`config.mk`:
```
export PLATFORM = sky130hd
export DESIGN_NAME = uart_mmio_q_flat
export DESIGN_NICKNAME = d
export VERILOG_FILES = /design/src/rtl/uart_mmio_q_if.sv /design/src/rtl/uart_mmio_q.sv /design/src/flat_wrapper.sv
export SDC_FILE = /design/constraint.sdc
export NUM_CORES = 1
export LEC_CHECK = 0
export ABC_AREA = 1
export CORE_UTILIZATION = 35
export DETAILED_ROUTE_END_ITERATION = 10
export DONT_BUFFER_PORTS = 1
export GPL_TIMING_DRIVEN = 0
export SKIP_LAST_GASP = 1
export SLEW_MARGIN = 40
export SYNTH_ARGS = -nofsm -noshare
export SYNTH_HDL_FRONTEND = slang
export SYNTH_SLANG_ARGS = --single-unit
export TNS_END_PERCENT = 10
```
`constraint.sdc`:
```
create_clock -name clk -period 3.5 [get_ports clk]
set_input_delay 0.7 -clock clk [delete_from_list [all_inputs] [get_ports clk]]
set_output_delay 0.7 -clock clk [all_outputs]
set_load 0.01 [all_outputs]
```
`src/rtl/uart_mmio_q_if.sv`:
```
// Bus bundle between the CPU data-memory port / UART core FIFO handshake and uart_mmio_q.
interface uart_mmio_q_if #(
  parameter int unsigned DATA_W = 8,
  parameter int unsigned BUS_W  = 32
);
  // CPU side
  logic              wea;
  logic [3:0]        addra;
  logic [BUS_W-1:0]  dina;
  logic [BUS_W-1:0]  douta;
  logic              irq;
  // UART core side
  logic              rx_fifo_flush_enable;
  logic              rd_uart;
  logic              wr_uart;
  logic [DATA_W-1:0] w_data;
  logic              tx_full;
  logic              rx_empty;
  logic [DATA_W-1:0] r_data;

  modport slave (
    input  wea, addra, dina, tx_full, rx_empty, r_data,
    output douta, irq, rx_fifo_flush_enable, rd_uart, wr_uart, w_data
  );

  modport master (
    output wea, addra, dina, tx_full, rx_empty, r_data,
    input  douta, irq, rx_fifo_flush_enable, rd_uart, wr_uart, w_data
  );
endinterface

```
`src/rtl/uart_mmio_q.sv`:
```
// Memory-mapped UART front-end: TX queue, RX pop strobe, sticky W1C errors, level irq.
module uart_mmio_q #(
  parameter int unsigned DATA_W    = 8,
  parameter int unsigned BUS_W     = 32,
  parameter int unsigned TXQ_DEPTH = 16
) (
  input logic          clk,
  input logic          rst,
  uart_mmio_q_if.slave bus
);
  localparam int unsigned PW = $clog2(TXQ_DEPTH);
  localparam int unsigned CW = PW + 1;

  localparam logic [3:0] AddrStatus  = 4'd0;
  localparam logic [3:0] AddrRxPop   = 4'd1;
  localparam logic [3:0] AddrRxData  = 4'd2;
  localparam logic [3:0] AddrTxData  = 4'd3;
  localparam logic [3:0] AddrTxCount = 4'd4;
  localparam logic [3:0] AddrIrqEn   = 4'd5;
  localparam logic [3:0] AddrErr     = 4'd6;
  localparam logic [3:0] AddrCtrl    = 4'd7;

  // Queue storage is deliberately left out of reset.
  logic [DATA_W-1:0] txq_mem [TXQ_DEPTH];

  logic [PW-1:0]    rptr_q, rptr_d, wptr_q, wptr_d;
  logic [CW-1:0]    count_q, count_d;
  logic             tx_en_q, tx_en_d;
  logic [2:0]       irq_en_q, irq_en_d;
  logic [1:0]       err_q, err_d;
  logic             rd_uart_q, rd_uart_d;
  logic             rx_flush_q, rx_flush_d;
  logic             irq_q, irq_d;
  logic [BUS_W-1:0] douta_q, rdata;

  logic txq_empty, txq_full, push, pop, txq_flush;
  logic wr_rxpop, wr_txdata, wr_irqen, wr_err, wr_ctrl;
  logic unused_dina;

  assign wr_rxpop  = bus.wea & (bus.addra == AddrRxPop);
  assign wr_txdata = bus.wea & (bus.addra == AddrTxData);
  assign wr_irqen  = bus.wea & (bus.addra == AddrIrqEn);
  assign wr_err    = bus.wea & (bus.addra == AddrErr);
  assign wr_ctrl   = bus.wea & (bus.addra == AddrCtrl);

  assign txq_empty = (count_q == '0);
  assign txq_full  = (count_q == CW'(TXQ_DEPTH));
  assign pop       = tx_en_q & ~txq_empty & ~bus.tx_full;
  // Fullness is judged before the edge, so a same-cycle pop cannot rescue a push.
  assign push      = wr_txdata & ~txq_full;
  assign txq_flush = wr_ctrl & bus.dina[2];

  assign unused_dina = ^bus.dina[BUS_W-1:DATA_W];

  // Next-state for queue pointers, control registers, sticky errors and pulses.
  always_comb begin
    rptr_d  = rptr_q;
    wptr_d  = wptr_q;
    count_d = count_q;
    if (txq_flush) begin
      rptr_d  = '0;
      wptr_d  = '0;
      count_d = '0;
    end else begin
      if (pop)  rptr_d = rptr_q + PW'(1);
      if (push) wptr_d = wptr_q + PW'(1);
      unique case ({push, pop})
        2'b10:   count_d = count_q + CW'(1);
        2'b01:   count_d = count_q - CW'(1);
        default: count_d = count_q;
      endcase
    end

    irq_en_d = wr_irqen ? bus.dina[2:0] : irq_en_q;
    tx_en_d  = wr_ctrl ? bus.dina[0] : tx_en_q;

    // Clear first, then set, so a coincident set wins over W1C.
    err_d = err_q & ~(wr_err ? bus.dina[1:0] : 2'b00);
    if (wr_txdata & txq_full)   err_d[0] = 1'b1;
    if (wr_rxpop & bus.rx_empty) err_d[1] = 1'b1;

    rd_uart_d  = wr_rxpop & ~bus.rx_empty;
    rx_flush_d = wr_ctrl & bus.dina[1];
    irq_d      = (irq_en_q[0] & ~bus.rx_empty) | (irq_en_q[1] & txq_empty) |
                 (irq_en_q[2] & (|err_q));
  end

  // Read mux over the register state as it stands before the edge.
  always_comb begin
    rdata = '0;
    unique case (bus.addra)
      AddrStatus: begin
        rdata[0]      = bus.rx_empty;
        rdata[1]      = bus.tx_full;
        rdata[2]      = txq_empty;
        rdata[3]      = txq_full;
        rdata[4]      = |err_q;
        rdata[8 +: CW] = count_q;
      end
      AddrRxData:  rdata[DATA_W-1:0] = bus.r_data;
      AddrTxCount: rdata[CW-1:0]     = count_q;
      AddrIrqEn:   rdata[2:0]        = irq_en_q;
      AddrErr:     rdata[1:0]        = err_q;
      AddrCtrl:    rdata[0]          = tx_en_q;
      default:     rdata             = '0;
    endcase
  end

  // State registers with asynchronous reset.
  always_ff @(posedge clk or posedge rst) begin
    if (rst) begin
      rptr_q     <= '0;
      wptr_q     <= '0;
      count_q    <= '0;
      tx_en_q    <= 1'b0;
      irq_en_q   <= '0;
      err_q      <= '0;
      rd_uart_q  <= 1'b0;
      rx_flush_q <= 1'b0;
      irq_q      <= 1'b0;
      douta_q    <= '0;
    end else begin
      rptr_q     <= rptr_d;
      wptr_q     <= wptr_d;
      count_q    <= count_d;
      tx_en_q    <= tx_en_d;
      irq_en_q   <= irq_en_d;
      err_q      <= err_d;
      rd_uart_q  <= rd_uart_d;
      rx_flush_q <= rx_flush_d;
      irq_q      <= irq_d;
      douta_q    <= rdata;
    end
  end

  // Queue storage write; a flush discards the coincident push.
  always_ff @(posedge clk) begin
    if (push & ~txq_flush) txq_mem[wptr_q] <= bus.dina[DATA_W-1:0];
  end

  assign bus.douta                = douta_q;
  assign bus.irq                  = irq_q;
  assign bus.rd_uart              = rd_uart_q;
  assign bus.rx_fifo_flush_enable = rx_flush_q;
  assign bus.wr_uart              = pop;
  assign bus.w_data               = txq_empty ? '0 : txq_mem[rptr_q];
endmodule

```
`src/flat_wrapper.sv`:
```
// flat-port wrapper written by rule: the top's interface ports become plain ports
module uart_mmio_q_flat 
#(
  parameter int unsigned DATA_W    = 8,
  parameter int unsigned BUS_W     = 32,
  parameter int unsigned TXQ_DEPTH = 16
)
  (clk, rst, bus_wea, bus_addra, bus_dina, bus_tx_full, bus_rx_empty, bus_r_data, bus_douta, bus_irq, bus_rx_fifo_flush_enable, bus_rd_uart, bus_wr_uart, bus_w_data);
  uart_mmio_q_if #(.DATA_W(DATA_W), .BUS_W(BUS_W)) bus_i ();
  input logic clk;
  input logic rst;
  input wire logic [$bits(bus_i.wea)-1:0] bus_wea;
  input wire logic [$bits(bus_i.addra)-1:0] bus_addra;
  input wire logic [$bits(bus_i.dina)-1:0] bus_dina;
  input wire logic [$bits(bus_i.tx_full)-1:0] bus_tx_full;
  input wire logic [$bits(bus_i.rx_empty)-1:0] bus_rx_empty;
  input wire logic [$bits(bus_i.r_data)-1:0] bus_r_data;
  output wire logic [$bits(bus_i.douta)-1:0] bus_douta;
  output wire logic [$bits(bus_i.irq)-1:0] bus_irq;
  output wire logic [$bits(bus_i.rx_fifo_flush_enable)-1:0] bus_rx_fifo_flush_enable;
  output wire logic [$bits(bus_i.rd_uart)-1:0] bus_rd_uart;
  output wire logic [$bits(bus_i.wr_uart)-1:0] bus_wr_uart;
  output wire logic [$bits(bus_i.w_data)-1:0] bus_w_data;
  assign bus_i.wea = bus_wea;
  assign bus_i.addra = bus_addra;
  assign bus_i.dina = bus_dina;
  assign bus_i.tx_full = bus_tx_full;
  assign bus_i.rx_empty = bus_rx_empty;
  assign bus_i.r_data = bus_r_data;
  assign bus_douta = bus_i.douta;
  assign bus_irq = bus_i.irq;
  assign bus_rx_fifo_flush_enable = bus_i.rx_fifo_flush_enable;
  assign bus_rd_uart = bus_i.rd_uart;
  assign bus_wr_uart = bus_i.wr_uart;
  assign bus_w_data = bus_i.w_data;
  uart_mmio_q #(.DATA_W(DATA_W), .BUS_W(BUS_W), .TXQ_DEPTH(TXQ_DEPTH)) u_core (.clk(clk), .rst(rst), .bus(bus_i));
endmodule
```
==> impl_metrics.csv, run 1 <==
group,metric,value,unit
die,dieHeight,145,um
setup_path,crit_buf_inv,2,
route,first_pass_iters,8,
logic_synthesis,synth.distinct_cells,36,
die,die_area,0.0211,mm^2
cts,clock_latency,0.44,ns
logic_synthesis,yosysWarningCount,0,
global_routing,grt_max_degree,25,
timing,tns,0,ns
global_routing,grt_pass1_vias,4636,
logic_synthesis,yosysSeqAreaShare,0.656,
logic_synthesis,synth_top_area_share,0.534,
setup_path,end_kind,"output port",
setup_path,arrival,2.22,ns
timing,maxSlewHeadroom,0.435,
timing,setup_viol,0,
logic_synthesis,yosys.area_share.adder,0.0139,
place,hpwl,11500,um
route,vias_per_cell,4.72,
setup_path,crit_top_cell,"nand3_1",
run,drv_cap,0,
setup_path,startpoint_type,"flop",
layout,fillers,1992,
cts,postCtsSetupBuffers,0,
timing,post-route-period-util,0.835,
setup_path,max_stage_delay,0.42,ns
cts,clock_path_buffers,2,
place,port_buffers,0,
layout,seq_area,0.00472,mm^2
global_routing,grt_antenna_before_repair,0,
layout,fin_area,0.00825,mm^2
route,routed_wl,16600,um
die,start_util,0.357,
status,outcome,"finished clean",
layout,diodes,0,
logic_synthesis,synth-compound-area-share,0.0527,
hold_path,hp-class,"in2async",
logic_synthesis,synth_mux_area_frac,0,
cts,cts_tree,"done",
global_routing,track_usage,0.165,
setup_path,worst-setup-path-type,"reg2out",
timing,finalHoldViolCount,0,
timing,worst_slew_pin_slew,0.844,ns
global_routing,grt_remaining_overflow,0,
cts,cts_root_buf,"clkbuf_16",
cts,clk_pin_slew,0.06,ns
pwr,total_power,0.00601,W
route,vias,4758,
setup_path,worst-path-max-fanout,10,
route,antenna_left,0,
setup_path,path_cells,"inv_2 -> clkbuf_1 -> nand2_1 -> nand3_1 -> nand3_1 -> nand3_1 -> nand2_1 -> nor2_1",
route,drc,0,
logic_synthesis,synthXorXnorAreaFrac,0.00731,
logic_synthesis,synth_top_family_by_area,"simple AND/OR/NAND/NOR gates",
die,core-area,0.0202,mm^2
timing,rsz0062_at_grt,"false",
logic_synthesis,syn_inst,687,
pwr,vdd_ir_drop_max,432,uV
die,io_pins,93,
cts,htreeDepth,4,
pwr,powerDensity,729,mW/mm^2
cts,numCtsBuffers,17,
layout,final_nets,782,
global_routing,grt_pass1_wl,26000,um
logic_synthesis,yosys_register_bits,163,
route,drt-initial-drc-count,307,
die,die_x,145,um
timing,slew_viol_final,0,
cts,post_cts_resized,0,
layout,drive_gt1_frac,0.126,
cts,hold_buffers,0,
logic_synthesis,synth_top_area_cell,"edfxtp_1",
setup_path,slowest_stage,"dfrtp_1",
pwr,p_leak,3.44,nW
logic_synthesis,synthTopCellsByArea,"edfxtp_1, dfrtp_1, nand2_1",
die,rows,52,
route,routedWlPerCell,16.5,um
setup_path,cp_data_required_time,2.80,ns
place,placement.cell_area,0.00764,mm^2
layout,multi_input_area,0.00209,mm^2
logic_synthesis,synthSimpleGateAreaFrac,0.203,
timing,fmax,0.342,GHz
logic_synthesis,synth_area,0.00719,mm^2
cts,clock_sinks,163,
timing,clock-skew-final,0.00773,ns
place,routabilityCongestion,0.839,
logic_synthesis,avgSynthCellArea,10.5,um^2
timing,fin_crit,2.92,ns
layout,syn_to_final_growth,14.6,%
setup_path,crit_family,"simple AND/OR/NAND/NOR gates",
cell type report:
cell class,count,area share
Tap cell,270,0.0410
Sequential cell,163,0.572
Timing Repair Buffer,1,0.00243
Multi-Input combinational cell,451,0.254
Clock buffer,17,0.0516
Inverter,49,0.0228
Clock inverter,15,0.0209
Buffer,42,0.0352
layer usage:
metal / GRT usage / vias up / routed length [um]
li1: - / 2347 / -
met1: 0.218 / 2283 / 7570
met2: 0.268 / 110 / 7960
met3: 0.0386 / 18 / 785
met4: 0.0584 / 0 / 277
met5: 0 / - / 0
worst reg2reg max path: stages, from the launching register on:
cell,delay (ns)
dfrtp_1,0.44
inv_1,0.17
nand4_2,0.30
nand3_2,0.23
inv_1,0.19
ha_1,0.32
inv_1,0.14
nand2_1,0.06
nand2_1,0.08
ha_1,0.14
inv_1,0.04
nand2_1,0.09
nand3_1,0.11
nand2_1,0.08
nand2_1,0.05
nand3_1,0.07
nand2_1,0.05
metrics by stage:
step	hold slack [ns]	cells	util	setup slack (ns)
after floorplan	0.458	705	-	1.23
after global placement	0.497	975	0.377	0.550
after detailed placement	0.503	976	0.379	0.853
after CTS	0.0961	1008	0.409	0.572
after global routing	0.104	1008	0.409	0.407
final	0.0931	1008	0.409	0.576
registers in the layout, indices dropped and copies added, names as in the netlist, 2 cells and up:
| register | count |
|---|---|
| u_core.txq_mem | 128 |
| u_core.bus.douta | 13 |
| u_core.count_q | 5 |
| u_core.rptr_q | 4 |
| u_core.wptr_q | 4 |
| u_core.irq_en_q | 3 |
| u_core.err_q | 2 |
cells in the final DEF (no fill, tap or decap), types with 5 or more instances in the layout:
cell	instances
a21oi_1	42
nor2_1	32
nand2_1	228
nand3_1	64
ha_1	8
buf_2	7
dfrtp_1	35
buf_4	27
edfxtp_1	128
conb_1	19
clkbuf_16	17
inv_2	5
clkbuf_1	5
inv_1	41
o21ai_0	23
xor2_1	5
cells in the mapped netlist (all sizes together):
cell type	count
nor3b	3
a21oi	42
inv	47
dfrtp	35
ha	8
nand3	65
nor2	36
clkinv	2
nand4	5
xor2	5
buf	37
o21ai	25
o22ai	3
o211ai	1
conb	1
nand2	231
o221ai	1
nand3b	1
xnor2	1
nor3	4
edfxtp	128
o2111ai	1
clkbuf	5
kinds of logic after synthesis:
| kind of cell | count (synthesis) |
|---|---|
| AND/OR/NAND/NOR | 345 |
| buffers and inverters | 91 |
| XOR/XNOR | 6 |
| AO/OA/AOI/OAI | 73 |
| adder cells (fa/ha/maj) | 8 |
| flip-flops | 163 |
| other | 1 |
where the power goes:
| part | internal (W) | switching, W |
|---|---|---|
| registers | 0.00219 | 0.0000993 |
| logic | 0.000561 | 0.00126 |
| clock network | 0.00107 | 0.000826 |
| total | 0.00382 | 0.00219 |
path summary, 6_finish.rpt:
check,from,to,slack (ns),cells after the start
min reg2reg,u_core.count_q[3],u_core.count_q[3],0.51,2
max reg2reg,u_core.count_q[0],u_core.count_q[4],0.86,16
max in group asynchronous,rst,u_core.bus.douta[7],2.97,2
min in group clk,bus_rx_empty,u_core.bus.rd_uart,0.32,1
max,u_core.rptr_q[0],bus_w_data[2],0.58,8
min,rst,u_core.count_q[4],0.09,1
(Power assumes the default switching activity.)
==> run 2, diff against run 1 <==
==> constraint.sdc (replaced) <==
create_clock -name clk -period 2.4 [get_ports clk]
set_input_delay 0.48 -clock clk [delete_from_list [all_inputs] [get_ports clk]]
set_output_delay 0.48 -clock clk [all_outputs]
set_load 0.01 [all_outputs]
==> run 2 against run 1 <==
Effect of this change: cell area grew 3.2%; critical path depth unchanged; hold slack better by 0.0037 ns; sequential share of layout area is 1.7 points lower; non-clock buffer count increased by 9; power increased by 54%; global-route usage rose by 0.062 points; sequential power up 47%; flip-flop and latch count is the same; critical path type unchanged; critical endpoint unchanged; largest power group unchanged.
==> impl_metrics.csv, run 2 (synthesized netlist as in run 1, its figures left out) <==
group,metric,value,unit
status,outcome,"finished clean",
die,rows,52,
timing,fmax,0.425,GHz
route,first_pass_iters,5,
layout,most-common-layout-cells,"nand2_1, edfxtp_1, nand3_1",
place,hpwl,11500,um
timing,clock-skew-final,0.0106,ns
setup_path,crit_family,"simple AND/OR/NAND/NOR gates",
route,routedWlPerCell,16.4,um
timing,maxSlewHeadroom,0.422,
setup_path,cp_data_required_time,1.92,ns
route,vias,4786,
global_routing,grt_pass1_wl,26100,um
cts,clock_path_buffers,2,
setup_path,reg2reg_from,"u_core.count_q[2]",
timing,fin_crit,2.35,ns
run,drv_cap,0,
timing,slew_viol_final,0,
setup_path,end_kind,"output port",
die,dieHeight,145,um
cts,numCtsBuffers,17,
global_routing,track_usage,0.166,
die,core-area,0.0202,mm^2
setup_path,max_stage_delay,0.44,ns
global_routing,grt_max_degree,25,
die,die_area,0.0211,mm^2
die,io_pins,93,
cts,clk_pin_slew,0.07,ns
cts,cts_root_buf,"clkbuf_16",
layout,diodes,0,
layout,regMostFlops,"u_core.txq_mem",
hold_path,min_from,"bus_rx_empty",
setup_path,arrival,1.87,ns
timing,finalHoldViolCount,0,
setup_path,path_cells,"buf_8 -> buf_6 -> nand2_1 -> nand3_1 -> nand3_1 -> nand3_1 -> nand2_1 -> nor2_4",
timing,rsz0062_at_grt,"true",
die,die_x,145,um
setup_path,worst-setup-path-type,"reg2out",
route,vias_per_cell,4.71,
setup_path,slowest_stage,"dfrtp_2",
die,start_util,0.357,
layout,drive_gt1_frac,0.173,
place,port_buffers,0,
global_routing,grt_remaining_overflow,0,
timing,post-route-period-util,0.980,
route,drt-initial-drc-count,283,
cts,htreeDepth,4,
global_routing,grt_pass1_vias,4655,
setup_path,crit_top_cell,"nand3_1",
pwr,powerDensity,1090,mW/mm^2
global_routing,grt_antenna_before_repair,0,
cts,clock_sinks,163,
layout,final_core_util,0.422,
hold_path,hp-class,"in2reg",
layout,fillers,1957,
route,routed_wl,16700,um
timing,setup_viol,0,
setup_path,worst-path-max-fanout,10,
cts,cts_tree,"done",
setup_path,startpoint_type,"flop",
place,routabilityCongestion,0.839,
cts,clock_latency,0.44,ns
route,antenna_left,0,
pwr,vdd_ir_drop_max,644,uV
pwr,p_leak,3.51,nW
place,preCtsSetupSlack,-0.247,ns
timing,tns,0,ns
timing,fin_ws,0.0488,ns
layout,final_nets,791,
layout,largest_register_ffs,128,
timing,worst_slew_pin_slew,0.863,ns
layout,syn_to_final_growth,18.3,%
setup_path,worstSetupStartpoint,"u_core.rptr_q[0]",
layout,mostFrequentLayoutCell,"nand2_1",
setup_path,crit_buf_inv,2,
route,drc,0,
-- run 2: changes by cell type in the layout (fill, tap and decap cells not counted), moves of 4 or more --
cell / previous run / this run
a21oi_1: 42 / 38
a21oi_2: 0 / 4
buf_6: 3 / 7
buf_8: 0 / 4
clkbuf_1: 5 / 1
inv_1: 41 / 36
nor2_1: 32 / 24
nor2_4: 1 / 9
-- run 2: where the power goes --
part	internal [W]	leakage, nW	switching (W)	total (W)
clock	0.00156	0.289	0.00120	0.00276
sequential	0.00320	1.61	0.000162	0.00336
combinational	0.00109	1.62	0.00204	0.00313
-- run 2: final timing paths --
| check | endpoint | slack, ns | depth (start not counted) |
|---|---|---|---|
| max | bus_w_data[2] | 0.05 | 8 |
| max reg2reg | u_core.count_q[2] | 0.18 | 13 |
| max in group asynchronous | u_core.bus.douta[7] | 1.52 | 3 |
| min in group asynchronous | u_core.count_q[4] | 0.45 | 2 |
| min | u_core.bus.rd_uart | 0.1 | 1 |
| min reg2reg | u_core.irq_en_q[2] | 0.52 | 2 |
-- run 2: final cells by class --
type	instances	area, um^2	area share
Timing Repair Buffer	10	90.1	0.0106
Tap cell	270	338	0.0397
Sequential cell	163	4720	0.555
Clock inverter	15	173	0.0203
Buffer	42	355	0.0418
Inverter	49	200	0.0235
Multi-Input combinational cell	451	2210	0.259
Clock buffer	17	425	0.0500
-- run 2: routing by layer --
metal	global-route usage	vias to the layer above	part of all wire
met2	0.269	87	0.49
li1	-	2373	-
met5	0	-	0
met4	0.0584	0	0.017
met3	0.0386	20	0.039
met1	0.218	2306	0.46
-- run 2: through the flow --
stage | std cells | total power (W) | area [um^2] | hold WS [ns]
global placement | 975 | 0.00601 | 7600 | 0.497
CTS | 1010 | 0.00893 | 8310 | 0.0884
detailed placement | 976 | 0.00606 | 7640 | 0.335
finish | 1017 | 0.00926 | 8510 | 0.0968
floorplan | 705 | 0.00525 | 7260 | 0.458
global route | 1017 | 0.00974 | 8510 | 0.0902
-- run 2: repair_timing --
| action | in CTS | in global routing |
|---|---|---|
| endpoints found under the setup margin | 12 | 35 |
| pin swaps | 1 | 11 |
| resized for setup | 18 | 47 |
| hold buffers | 1 | 0 |
| setup buffers | 1 | 7 |
| hold endpoints to repair | 11 | 0 |
==> run 3, diff against run 2 <==
--- a/config.mk
+++ b/config.mk
@@ -10,6 +10,7 @@
 export DETAILED_ROUTE_END_ITERATION = 10
 export DONT_BUFFER_PORTS = 1
 export GPL_TIMING_DRIVEN = 0
+export PLACE_DENSITY = 0.63
 export SKIP_LAST_GASP = 1
 export SLEW_MARGIN = 40
 export SYNTH_ARGS = -nofsm -noshare
==> run 3 against run 2 <==
Effect of this change: the flow now finishes with violations (DRC); register-to-register slack worse by 0.09 ns; sequential share of layout area shrank 0.57 points; setup slack got worse by 0.0075 ns; flip-flop and latch count stayed put; count of clock-buffer cells in the layout did not move; critical path depth is 1 lower; die area unchanged; hold slack improved by 0.013 ns; largest power group unchanged; highest routed layer unchanged.
==> impl_metrics.csv, run 3 (synthesized netlist as in run 1, its figures left out) <==
group,metric,value,unit
pwr,seq_power_share,0.354,
status,violations,"DRC",
setup_path,arrival,1.88,ns
setup_path,slowest_stage,"dfrtp_1",
cts,clk_pin_slew,0.07,ns
layout,final_nets,789,
pwr,combinationalPowerShare,0.343,
global_routing,grt_pass1_wl,26600,um
layout,final_core_util,0.426,
place,routabilityCongestion,0.822,
die,dieHeight,145,um
timing,slew_viol_final,0,
timing,holdWs,0.110,ns
layout,regMostFlops,"u_core.txq_mem",
global_routing,track_usage,0.170,
timing,post-route-period-util,0.983,
die,core-area,0.0202,mm^2
run,drv_cap,0,
pwr,p_clk_frac,0.303,
route,vias_per_cell,4.86,
layout,diodes,0,
route,routedWlPerCell,17.2,um
layout,fillers,1907,
layout,syn_to_final_growth,19.6,%
timing,fmax,0.424,GHz
die,start_util,0.357,
layout,most-common-layout-cells,"nand2_1, edfxtp_1, nand3_1",
global_routing,grt_max_degree,20,
timing,worst_slew_pin_slew,0.738,ns
pwr,vdd_ir_drop_max,634,uV
setup_path,worst-setup-path-type,"reg2out",
layout,largest_register_ffs,128,
setup_path,end_kind,"output port",
global_routing,grt_pass1_vias,4786,
setup_path,crit_family,"simple AND/OR/NAND/NOR gates",
route,met2WireLength,8450,um
route,routed_wl,17400,um
route,antenna_left,0,
pwr,power_switching,0.00342,W
die,die_area,0.0211,mm^2
timing,finalHoldViolCount,0,
cts,numCtsBuffers,17,
layout,finalNonFillerCells,1015,
cts,cts_root_buf,"clkbuf_16",
global_routing,grt_antenna_before_repair,0,
route,first_pass_iters,8,
setup_path,startpoint_type,"flop",
route,drt-initial-drc-count,389,
pwr,swShare,0.359,
timing,rsz0062_at_grt,"true",
route,met1_length,7450,um
timing,fin_crit,2.36,ns
timing,clock-skew-final,0.0107,ns
die,die_x,145,um
status,outcome,"finished, violations left",
setup_path,crit_top_cell,"nor2_4",
route,vias,4934,
place,dp_cells,978,
die,rows,52,
hold_path,hp-class,"in2reg",
global_routing,grt_remaining_overflow,0,
place,port_buffers,0,
pwr,p_int,0.00612,W
pwr,powerDensity,1110,mW/mm^2
cts,clock_latency,0.44,ns
place,hpwl,11700,um
layout,drive_gt1_frac,0.179,
setup_path,worst-path-max-fanout,10,
pwr,p_leak,3.56,nW
timing,setup_viol,0,
cts,htreeDepth,4,
setup_path,crit_buf_inv,2,
cts,clock_path_buffers,2,
cts,clock_sinks,163,
layout,mostFrequentLayoutCell,"nand2_1",
timing,maxSlewHeadroom,0.506,
cts,cts_tree,"done",
route,wl_met3,1040,um
setup_path,path_cells,"inv_4 -> nor2_4 -> buf_4 -> nand2_1 -> nand3_1 -> a21oi_2 -> nor2_4",
die,io_pins,93,
setup_path,max_stage_delay,0.43,ns
route,drc,1,
route,top_layer_used,"met4",
setup_path,cp_data_required_time,1.92,ns
-- run 3: cell count changes in the layout (fill, tap and decap cells not counted), sizes merged --
cell	before	now
buf	46	45
inv	53	52
clkinvlp	3	2
clkbuf	22	21
bufinv	2	4
-- run 3: what timing repair did --
item	4_1_cts	5_1_grt
hold buffers	1	0
setup endpoints to repair	12	10
resized for setup	15	59
gates cloned	0	2
pin swaps	1	7
endpoints found under the hold margin	18	0
setup buffers	1	1
-- run 3: worst paths after layout --
kind / endpoint / startpoint / cells after the start / slack (ns)
max reg2reg: u_core.count_q[4] / u_core.count_q[2] / 16 / 0.09
min reg2reg: u_core.irq_en_q[0] / u_core.irq_en_q[0] / 2 / 0.53
max in group asynchronous: u_core.count_q[1] / rst / 3 / 1.41
min: u_core.bus.rd_uart / bus_rx_empty / 1 / 0.11
min in group asynchronous: u_core.bus.douta[8] / rst / 2 / 0.53
max: bus_w_data[4] / u_core.rptr_q[2] / 7 / 0.04
-- run 3: cell type report --
cell class	instances	area, um^2	share of cell area
sequential	163	4720	0.549
multi-input combinational	451	2240	0.261
buffer	42	357	0.0415
clock inverter	15	201	0.0234
tap	270	338	0.0393
clock buffer	17	425	0.0495
timing repair buffer	8	115	0.0134
inverter	49	198	0.0230
-- run 3: metal layers --
metal	up-vias	track usage
li1	2366	-
met3	37	0.0417
met4	0	0.0711
met2	156	0.281
met1	2375	0.212
met5	-	0
-- run 3: per-stage QoR --
stage	worst slack, ns	total power, W	area, um^2	setup TNS [ns]
4_1_cts	-0.0919	0.00908	8350	-0.521
3_3_place_gp	-0.382	0.00602	7600	-7.06
2_1_floorplan	0.240	0.00525	7260	0
6_report	0.0413	0.00954	8600	0
5_1_grt	-0.0486	0.0100	8600	-0.246
3_5_place_dp	-0.244	0.00606	7660	-0.380
-- run 3: power by group through the flow --
stage          sequential (W)  clock [W]  combinational [W]
2_1_floorplan         0.00336          0            0.00190
3_3_place_gp          0.00340          0            0.00263
3_5_place_dp          0.00340          0            0.00266
4_1_cts               0.00334    0.00293            0.00280
5_1_grt               0.00339    0.00302            0.00360
6_report              0.00338    0.00289            0.00327
